File: src/rtl/branch_predictor_btb_if.sv
// Fetch-side lookup, IF/ID-aligned prediction and ID write-back signals of the BTB.
// The master drives PCs and resolution results; the slave is the predictor.
interface branch_predictor_btb_if;
   logic [31:0] pc_if;
   logic        stall_if;
   logic        flush_if;
   logic        btb_hit_if;
   logic        pred_taken_if;
   logic [31:0] pred_pc_if;
   logic        btb_en;
   logic        jump;
   logic [31:0] pred_pc_id;
   logic        upd_valid;
   logic [31:0] upd_pc;
   logic        upd_taken;
   logic [31:0] upd_target;
   logic [15:0] mispredict_cnt;

   modport slave (
      input  pc_if, stall_if, flush_if, upd_valid, upd_pc, upd_taken, upd_target,
      output btb_hit_if, pred_taken_if, pred_pc_if, btb_en, jump, pred_pc_id, mispredict_cnt
   );

   modport master (
      output pc_if, stall_if, flush_if, upd_valid, upd_pc, upd_taken, upd_target,
      input  btb_hit_if, pred_taken_if, pred_pc_if, btb_en, jump, pred_pc_id, mispredict_cnt
   );
endinterface

File: src/rtl/branch_predictor_btb.sv
// Direct-mapped BTB with 2-bit counters: zero-latency comb lookup, one-cycle IF/ID copy.
// No backpressure on write-back; stall only freezes the IF/ID copy, flush clears it.
module branch_predictor_btb #(
   parameter int IDX_W = 4
) (
   input logic                  clk,
   input logic                  rst,
   branch_predictor_btb_if.slave bus
);
   localparam int ENTRIES = 1 << IDX_W;
   localparam int TAG_W   = 30 - IDX_W;

   logic [ENTRIES-1:0]             valid_q;
   logic [ENTRIES-1:0][1:0]        ctr_q;
   logic [ENTRIES-1:0][TAG_W-1:0]  tag_q;
   logic [ENTRIES-1:0][31:0]       tgt_q;

   logic        btb_en_q, btb_en_d;
   logic        jump_q, jump_d;
   logic [31:0] pred_pc_id_q, pred_pc_id_d;
   logic [15:0] mis_cnt_q, mis_cnt_d;

   logic [IDX_W-1:0] lk_idx, up_idx;
   logic [TAG_W-1:0] lk_tag, up_tag;
   logic             up_hit;
   logic             unused_pc_bits;

   assign lk_idx = bus.pc_if[IDX_W+1:2];
   assign lk_tag = bus.pc_if[31:IDX_W+2];
   assign up_idx = bus.upd_pc[IDX_W+1:2];
   assign up_tag = bus.upd_pc[31:IDX_W+2];
   assign unused_pc_bits = ^{bus.pc_if[1:0], bus.upd_pc[1:0]};

   // Lookup reads registered arrays only, so a same-cycle update is seen next cycle.
   assign bus.btb_hit_if    = valid_q[lk_idx] && (tag_q[lk_idx] == lk_tag);
   assign bus.pred_taken_if = bus.btb_hit_if && ctr_q[lk_idx][1];
   assign bus.pred_pc_if    = bus.pred_taken_if ? tgt_q[lk_idx] : bus.pc_if + 32'd4;
   assign up_hit            = valid_q[up_idx] && (tag_q[up_idx] == up_tag);

   always_comb begin
      btb_en_d     = btb_en_q;
      jump_d       = jump_q;
      pred_pc_id_d = pred_pc_id_q;
      if (bus.flush_if) begin
         btb_en_d     = 1'b0;
         jump_d       = 1'b0;
         pred_pc_id_d = 32'd0;
      end else if (!bus.stall_if) begin
         btb_en_d     = bus.btb_hit_if;
         jump_d       = bus.pred_taken_if;
         pred_pc_id_d = bus.pred_pc_if;
      end
   end

   always_comb begin
      mis_cnt_d = mis_cnt_q;
      if (bus.upd_valid && (bus.upd_taken != jump_q) && (mis_cnt_q != 16'hFFFF))
         mis_cnt_d = mis_cnt_q + 16'd1;
   end

   always_ff @(posedge clk or posedge rst) begin
      if (rst) begin
         btb_en_q     <= 1'b0;
         jump_q       <= 1'b0;
         pred_pc_id_q <= 32'd0;
         mis_cnt_q    <= 16'd0;
      end else begin
         btb_en_q     <= btb_en_d;
         jump_q       <= jump_d;
         pred_pc_id_q <= pred_pc_id_d;
         mis_cnt_q    <= mis_cnt_d;
      end
   end

   // Not-taken misses never allocate; taken misses replace whatever aliases there.
   always_ff @(posedge clk or posedge rst) begin
      if (rst) begin
         valid_q <= '0;
         ctr_q   <= {ENTRIES{2'b01}};
         tag_q   <= '0;
         tgt_q   <= '0;
      end else if (bus.upd_valid) begin
         if (up_hit) begin
            if (bus.upd_taken) begin
               if (ctr_q[up_idx] != 2'b11) ctr_q[up_idx] <= ctr_q[up_idx] + 2'b01;
               tgt_q[up_idx] <= bus.upd_target;
            end else if (ctr_q[up_idx] != 2'b00) begin
               ctr_q[up_idx] <= ctr_q[up_idx] - 2'b01;
            end
         end else if (bus.upd_taken) begin
            valid_q[up_idx] <= 1'b1;
            tag_q[up_idx]   <= up_tag;
            tgt_q[up_idx]   <= bus.upd_target;
            ctr_q[up_idx]   <= 2'b10;
         end
      end
   end

   assign bus.btb_en         = btb_en_q;
   assign bus.jump           = jump_q;
   assign bus.pred_pc_id     = pred_pc_id_q;
   assign bus.mispredict_cnt = mis_cnt_q;
endmodule

File: src/flat_wrapper.sv
// flat-port wrapper written by rule: the top's interface ports become plain ports
module branch_predictor_btb_flat 
#(
   parameter int IDX_W = 4
)
  (clk, rst, bus_pc_if, bus_stall_if, bus_flush_if, bus_upd_valid, bus_upd_pc, bus_upd_taken, bus_upd_target, bus_btb_hit_if, bus_pred_taken_if, bus_pred_pc_if, bus_btb_en, bus_jump, bus_pred_pc_id, bus_mispredict_cnt);
  branch_predictor_btb_if bus_i ();
  input logic clk;
  input logic rst;
  input wire logic [$bits(bus_i.pc_if)-1:0] bus_pc_if;
  input wire logic [$bits(bus_i.stall_if)-1:0] bus_stall_if;
  input wire logic [$bits(bus_i.flush_if)-1:0] bus_flush_if;
  input wire logic [$bits(bus_i.upd_valid)-1:0] bus_upd_valid;
  input wire logic [$bits(bus_i.upd_pc)-1:0] bus_upd_pc;
  input wire logic [$bits(bus_i.upd_taken)-1:0] bus_upd_taken;
  input wire logic [$bits(bus_i.upd_target)-1:0] bus_upd_target;
  output wire logic [$bits(bus_i.btb_hit_if)-1:0] bus_btb_hit_if;
  output wire logic [$bits(bus_i.pred_taken_if)-1:0] bus_pred_taken_if;
  output wire logic [$bits(bus_i.pred_pc_if)-1:0] bus_pred_pc_if;
  output wire logic [$bits(bus_i.btb_en)-1:0] bus_btb_en;
  output wire logic [$bits(bus_i.jump)-1:0] bus_jump;
  output wire logic [$bits(bus_i.pred_pc_id)-1:0] bus_pred_pc_id;
  output wire logic [$bits(bus_i.mispredict_cnt)-1:0] bus_mispredict_cnt;
  assign bus_i.pc_if = bus_pc_if;
  assign bus_i.stall_if = bus_stall_if;
  assign bus_i.flush_if = bus_flush_if;
  assign bus_i.upd_valid = bus_upd_valid;
  assign bus_i.upd_pc = bus_upd_pc;
  assign bus_i.upd_taken = bus_upd_taken;
  assign bus_i.upd_target = bus_upd_target;
  assign bus_btb_hit_if = bus_i.btb_hit_if;
  assign bus_pred_taken_if = bus_i.pred_taken_if;
  assign bus_pred_pc_if = bus_i.pred_pc_if;
  assign bus_btb_en = bus_i.btb_en;
  assign bus_jump = bus_i.jump;
  assign bus_pred_pc_id = bus_i.pred_pc_id;
  assign bus_mispredict_cnt = bus_i.mispredict_cnt;
  branch_predictor_btb #(.IDX_W(IDX_W)) u_core (.clk(clk), .rst(rst), .bus(bus_i));
endmodule
File: config.mk
export PLATFORM = sky130hd
export DESIGN_NAME = branch_predictor_btb_flat
export DESIGN_NICKNAME = d
export VERILOG_FILES = /design/src/rtl/branch_predictor_btb_if.sv /design/src/rtl/branch_predictor_btb.sv /design/src/flat_wrapper.sv
export SDC_FILE = /design/constraint.sdc
export NUM_CORES = 2
export LEC_CHECK = 0
export BUFFER_PORTS_ARGS = -buffer_cell sky130_fd_sc_hd__buf_4
export CAP_MARGIN = 0
export CORE_MARGIN = 10
export CORE_UTILIZATION = 50
export CTS_CLUSTER_DIAMETER = 200
export CTS_CLUSTER_SIZE = 28
export DETAILED_ROUTE_END_ITERATION = 6
export PLACE_DENSITY = 0.67
export SETUP_SLACK_MARGIN = 0.15
export SYNTH_ARGS = -nofsm -noshare
export SYNTH_HDL_FRONTEND = slang
export SYNTH_SLANG_ARGS = --single-unit
File: constraint.sdc
create_clock -name clk -period 38.2 [get_ports clk]
set_clock_uncertainty 0.1 [all_clocks]
set_input_delay 1.91 -clock clk [delete_from_list [all_inputs] [get_ports clk]]
set_output_delay 1.91 -clock clk [all_outputs]
set_load 0.1 [all_outputs]
; ---- After elaboration in Yosys (flattened, before gate mapping)
; Index checks and enable logic that the tools add are counted.
[totals]
regBits = 1026
latch_bits = 0
ram_bits = 0
romBits = 0
word_cells = 122
memories = 0
[op_classes]
n_addsub = 4
mul = 0
div_mod_pow = 0
n_lt_le_gt_ge = 3
n_eq_ne = 7
shifts = 0
mux = 38
bitwise_logic = 5
n_reduce_logical = 12
[op_table]
columns = operator, n
row1 = $bwmux 512, 1
row2 = $bwmux 416, 1
row3 = $mux 32, 10
row4 = $bmux 26 s4, 2
row5 = $bmux 32 s4, 1
row6 = $demux 32 s4, 1
row7 = $demux 26 s4, 1
row8 = $mux 26, 3
row9 = $bwmux 32, 2
row10 = $eq 26x26->1, 2
row11 = $add 32x3->32 const B, 1
row12 = $or 16x16->16, 2
row13 = $add 16x1->16 const B, 1
row14 = $and 16x16->16, 1
row15 = $bmux 2 s4, 2
row16 = $ne 16x16->1 const B, 1
row17 = $not 16->16, 1
row18 = $lt 4x5->1 const B, 2
row19 = $bmux 1 s4, 2
row20 = $demux 2 s4, 1
row21 = $mux 1, 7
row22 = $logic_and 1x1->1, 6
row23 = $mux 2, 3
row24 = $reduce_bool 2->1, 3
row25 = 12 further kinds, 12

; ---- Logic depth before layout (Yosys ltp)
[logic_depth]
word_depth = 8
ltp_mapped = 17
mapped_depth_nobuf = 11

; ---- Worst setup path before layout
; OpenSTA, ideal clock, no wires.
[synth_path]
path_kind = input-to-output
startpoint = input port bus_pc_if[3]
endpoint = output port bus_pred_pc_if[18]
t_arrival_ns = 6.630
path_slack_ns = 29.560
cell_stages = 15
path_buffers = 5
cell_sequence = buf_4 -> buf_6 -> buf_2 -> buf_1 -> mux4_2 -> xor2_1 -> o21ai_0 -> o2111ai_1 -> nor4_1 -> nand4_1 -> or3_1 -> inv_2 -> nand2b_1 -> buf_2 -> a21oi_1
[synth_between]
elab_chain_cells = 6
word_cells_on_any_way = 13
cone_classes = add/sub: 1 / eq/ne: 1 / mux: 9 / reduce/logical: 2
[synth_lines]
columns = item, line
row1 = start: declaration, flat_wrapper.sv:10  ; input wire logic [$bits(bus_i.pc_if)-1:0] bus_pc_if;
row2 = $bmux 26 s4, branch_predictor_btb.sv:35  ; assign bus.btb_hit_if = valid_q[lk_idx] && (tag_q[lk_idx] == lk_tag);
row3 = $mux 26 (implied by the code), branch_predictor_btb.sv:35
row4 = $eq 26x26->1, branch_predictor_btb.sv:35
row5 = $logic_and 1x1->1 *, branch_predictor_btb.sv:35
row6 = net bus_btb_hit_if, flat_wrapper.sv:17  ; output wire logic [$bits(bus_i.btb_hit_if)-1:0] bus_btb_hit_if;
row7 = $logic_and 1x1->1 *, branch_predictor_btb.sv:36  ; assign bus.pred_taken_if = bus.btb_hit_if && ctr_q[lk_idx][1];
row8 = $mux 32 *, branch_predictor_btb.sv:37  ; assign bus.pred_pc_if = bus.pred_taken_if ? tgt_q[lk_idx] : bus.pc_if + 32'd4;
row9 = end: declaration, flat_wrapper.sv:19  ; output wire logic [$bits(bus_i.pred_pc_if)-1:0] bus_pred_pc_if;
; The timed path passes the listed nets; every way through them passes the cells marked *. The select of a mux whose other input is x is not followed.

; ---- Worst setup path after layout
[layout_path]
startpoint = input port bus_pc_if[5]
endpoint = output port bus_pred_pc_if[21]
[layout_between]
elab_chain_cells = 6
word_cells_on_any_way = 13
cone_classes = add/sub: 1 / eq/ne: 1 / mux: 9 / reduce/logical: 2
[layout_lines]
columns = item, line
row1 = $bmux 26 s4, branch_predictor_btb.sv:35
row2 = $mux 26 (implied by the code), branch_predictor_btb.sv:35
row3 = $eq 26x26->1, branch_predictor_btb.sv:35
row4 = $logic_and 1x1->1, branch_predictor_btb.sv:35
row5 = $logic_and 1x1->1, branch_predictor_btb.sv:36
row6 = $mux 32 *, branch_predictor_btb.sv:37
; Mark *: on every way between the ends. The rest lies on a longest branch, timed or not. The select of a mux whose other input is x is not followed.

==> results.md <==
* Hold Buf Count CTS at 0
* Worst Path Max Fanout at 48
* Initial antenna violation count at 19
* Worst-Margin Slew at 1264 ps
* Hold Violations, Final at 0
* Final ANT Viol Nets at 0
* CTS tree: yes
* Core Area at 0.1033 mm²
* Commonest cells post-synth: 1010 x dfrtp_1, 899 x mux2_2, 352 x nand2_1
* Power Total at 2.629 mW
* H-tree levels at 2
* Largest net degree at the start of global routing at 112
* Fin area at 0.05558 mm²
* Detailed Routing Iterations Pass 1 at 5
* Area growth syn-to-layout at 6.894%
* Via density at 6.476
* Post-CTS Setup Bufs at 0
* Share of cells above drive strength 1 at 42.46%
* HPWL after DPL at 94540 µm
* Clock root cell: clkbuf_16
* Total grt overflow at 0
* Synth Warn # at 0
* Distinct cell type count after synthesis at 71
* Die width at 342.5 µm
* Avg Inst Size Synth at 13.88 µm²
* Final setup violation count at 0
* Slew margin rel. at 15.73%
* Area contributors post-synth: dfrtp_1 49%, mux2_2 19%, mux4_2 14%
* Total GRT Usage at 26.10%
* Vias at 33.19k
* WP data arrival at 8880 ps
* Starting Density at 50.31%
* CTS resizes at 0
* Fill count at 8814
* Area of the multi-input gates at 0.02488 mm²
* Num CTS Buffers at 42
* Hold WS at 383.8 ps
* Syn Nets at 3852
* Die area at 0.1173 mm²
* Nature of the critical path endpoint: output pin
* Status: complete, no violations
* Sequential fraction of the synthesis area at 49.42%
* Number of synthesized flops with an enable pin at 0
* Startpoint types: input port
* Synthesized instance count at 3746
* First-pass GRT wire length at 229400 µm
* DR iter-0 viols at 3287
* IO Count at 186
* DP Worst Slack at 27540 ps
* Clock transition at path regs at 100 ps
* # port buffers at 183
* RSZ-0062 raised after global routing: false
* Hold crit path type: flip-flop to flip-flop
* Async SR Flop Fraction at 100.0%
* Total negative slack at 0 ps
* RePlAce Congestion at 0.8659
* Main synth FF type: dfrtp_1
* Area leader, netlist: dfrtp_1
* Drc violations at 0
* Max-cap violation count at 0
* Clk Latency, worst-skew pair at 720 ps
* Vias in the first global route at 33.15k
* Required time of the critical path at 36190 ps
* Min cycle time layout at 10890 ps
* Crit Path Category: input port to output pin
* Top cell type's share of synthesized area at 48.61%
* Crit share post-route at 28.51%
* Syn Std Cell Area at 0.05200 mm²
* Count leader, synth: dfrtp_1
* CTS max path bufs at 3
* Clock sinks at 1026
* Pwr Density at 47.30 mW/mm²
* P_leak at 24.63 nW
* Number of core rows at 118
* Die height at 342.5 µm
* Pins Over Slew Limit at 0
* Reg area at 0.02569 mm²
* Maximum vdd drop at 0.04444 mV
* #FFs+latches synth at 1026
* Placed Area at 0.05435 mm²
* Maximum operating frequency at 91.80 MHz
* Setup WS post-layout at 27310 ps
* Layout Nets at 3822
* Overall routed net length at 154900 µm
* Drt wl/cell at 30.22 µm
layout make-up:
type	instances	share of cell area (%)
clock buffer	66	2.053
antenna	4	0.01801
multi-input combinational	2374	44.76
sequential	1026	46.23
inverter	16	0.1261
clock inverter	4	0.1463
tap	1380	3.107
timing repair buffer	256	3.566
critical path, cell delays in order:
cell and delay [ps]:
buf_4 390, buf_4 550, buf_4 620, inv_2 220, nor2_1 890, a221oi_1 260
xnor2_1 200, nor4_1 440, nand4_1 320, or3_1 420, buf_4 240, inv_2 170
nand2b_1 690, a21oi_1 990, buf_4 430
flip-flops by register name, indices dropped and copies added (netlist names):
register                   cells
u_core.bus.btb_en              1
u_core.tag_q                 416
u_core.valid_q                16
u_core.bus.jump                1
u_core.ctr_q                  32
u_core.bus.pred_pc_id         32
u_core.bus.mispredict_cnt     16
u_core.tgt_q                 512
final timing paths:
check / start / endpoint / slack, ps / cells past startpoint
setup / recovery: bus_pc_if[5] / bus_pred_pc_if[21] / 27310 / 15
hold / removal: u_core.tgt_q[152] / u_core.tgt_q[152] / 380 / 2
setup reg to reg: u_core.tag_q[285] / u_core.tag_q[222] / 31970 / 10
hold reg to reg: u_core.tgt_q[152] / u_core.tgt_q[152] / 380 / 2
max in group asynchronous: rst / u_core.tgt_q[97] / 32860 / 6
min in group asynchronous: rst / u_core.tgt_q[28] / 1220 / 2
power by group:
part | switching (mW) | internal (mW) | leakage [nW]
combinational | 0.307 | 0.333 | 11.0
clock | 0.361 | 0.214 | 0.583
sequential | 0.126 | 1.29 | 13.1
total | 0.795 | 1.83 | 24.6
through the flow:
step | cells | util (%)
2_1_floorplan | 3746 | -
3_3_place_gp | 5052 | 52.59
3_5_place_dp | 5052 | 52.59
4_1_cts | 5122 | 53.77
5_1_grt | 5125 | 53.78
6_report | 5126 | 53.78
metal layers:
metal / wire length (µm) / part of all wire, % / vias to the layer above / GRT usage [%]
li1: - / - / 13730 / -
met1: 67750 / 44 / 17910 / 37.73
met2: 69020 / 45 / 1272 / 38.74
met3: 13550 / 8.7 / 262 / 6.601
met4: 4411 / 2.8 / 24 / 7.525
met5: 159 / 0.10 / - / 0
kinds of logic (layout without fill, tap and decap cells):
group	after synthesis	count (layout)	share of synthesized area, %
flops	1026	1026	49.42
buf+inv	346	342	3.063
other cells	0	4	0
compound gates	245	245	3.496
fa+ha+maj	4	4	0.09625
xor+xnor	106	106	1.785
simple gates	619	619	5.450
mux	1400	1400	36.69
cell usage in the layout, fill, tap and decap left out, types with 19 or more instances in the layout:
cell type,Yosys,routed
xor2_1,47,47
dfrtp_1,1010,1010
nand2b_1,27,27
a22o_1,45,45
clkbuf_1,201,24
mux2i_1,186,185
mux4_2,315,315
and2_1,25,25
nand3_1,19,19
a31oi_1,29,29
buf_4,49,249
xnor2_1,59,59
nand2_2,16,19
clkbuf_16,0,42
a22oi_1,31,31
nor2_1,77,59
mux2_2,899,899
a21oi_1,33,33
nand2_1,352,349
a2111oi_0,22,22
(Power assumes the default switching activity.)
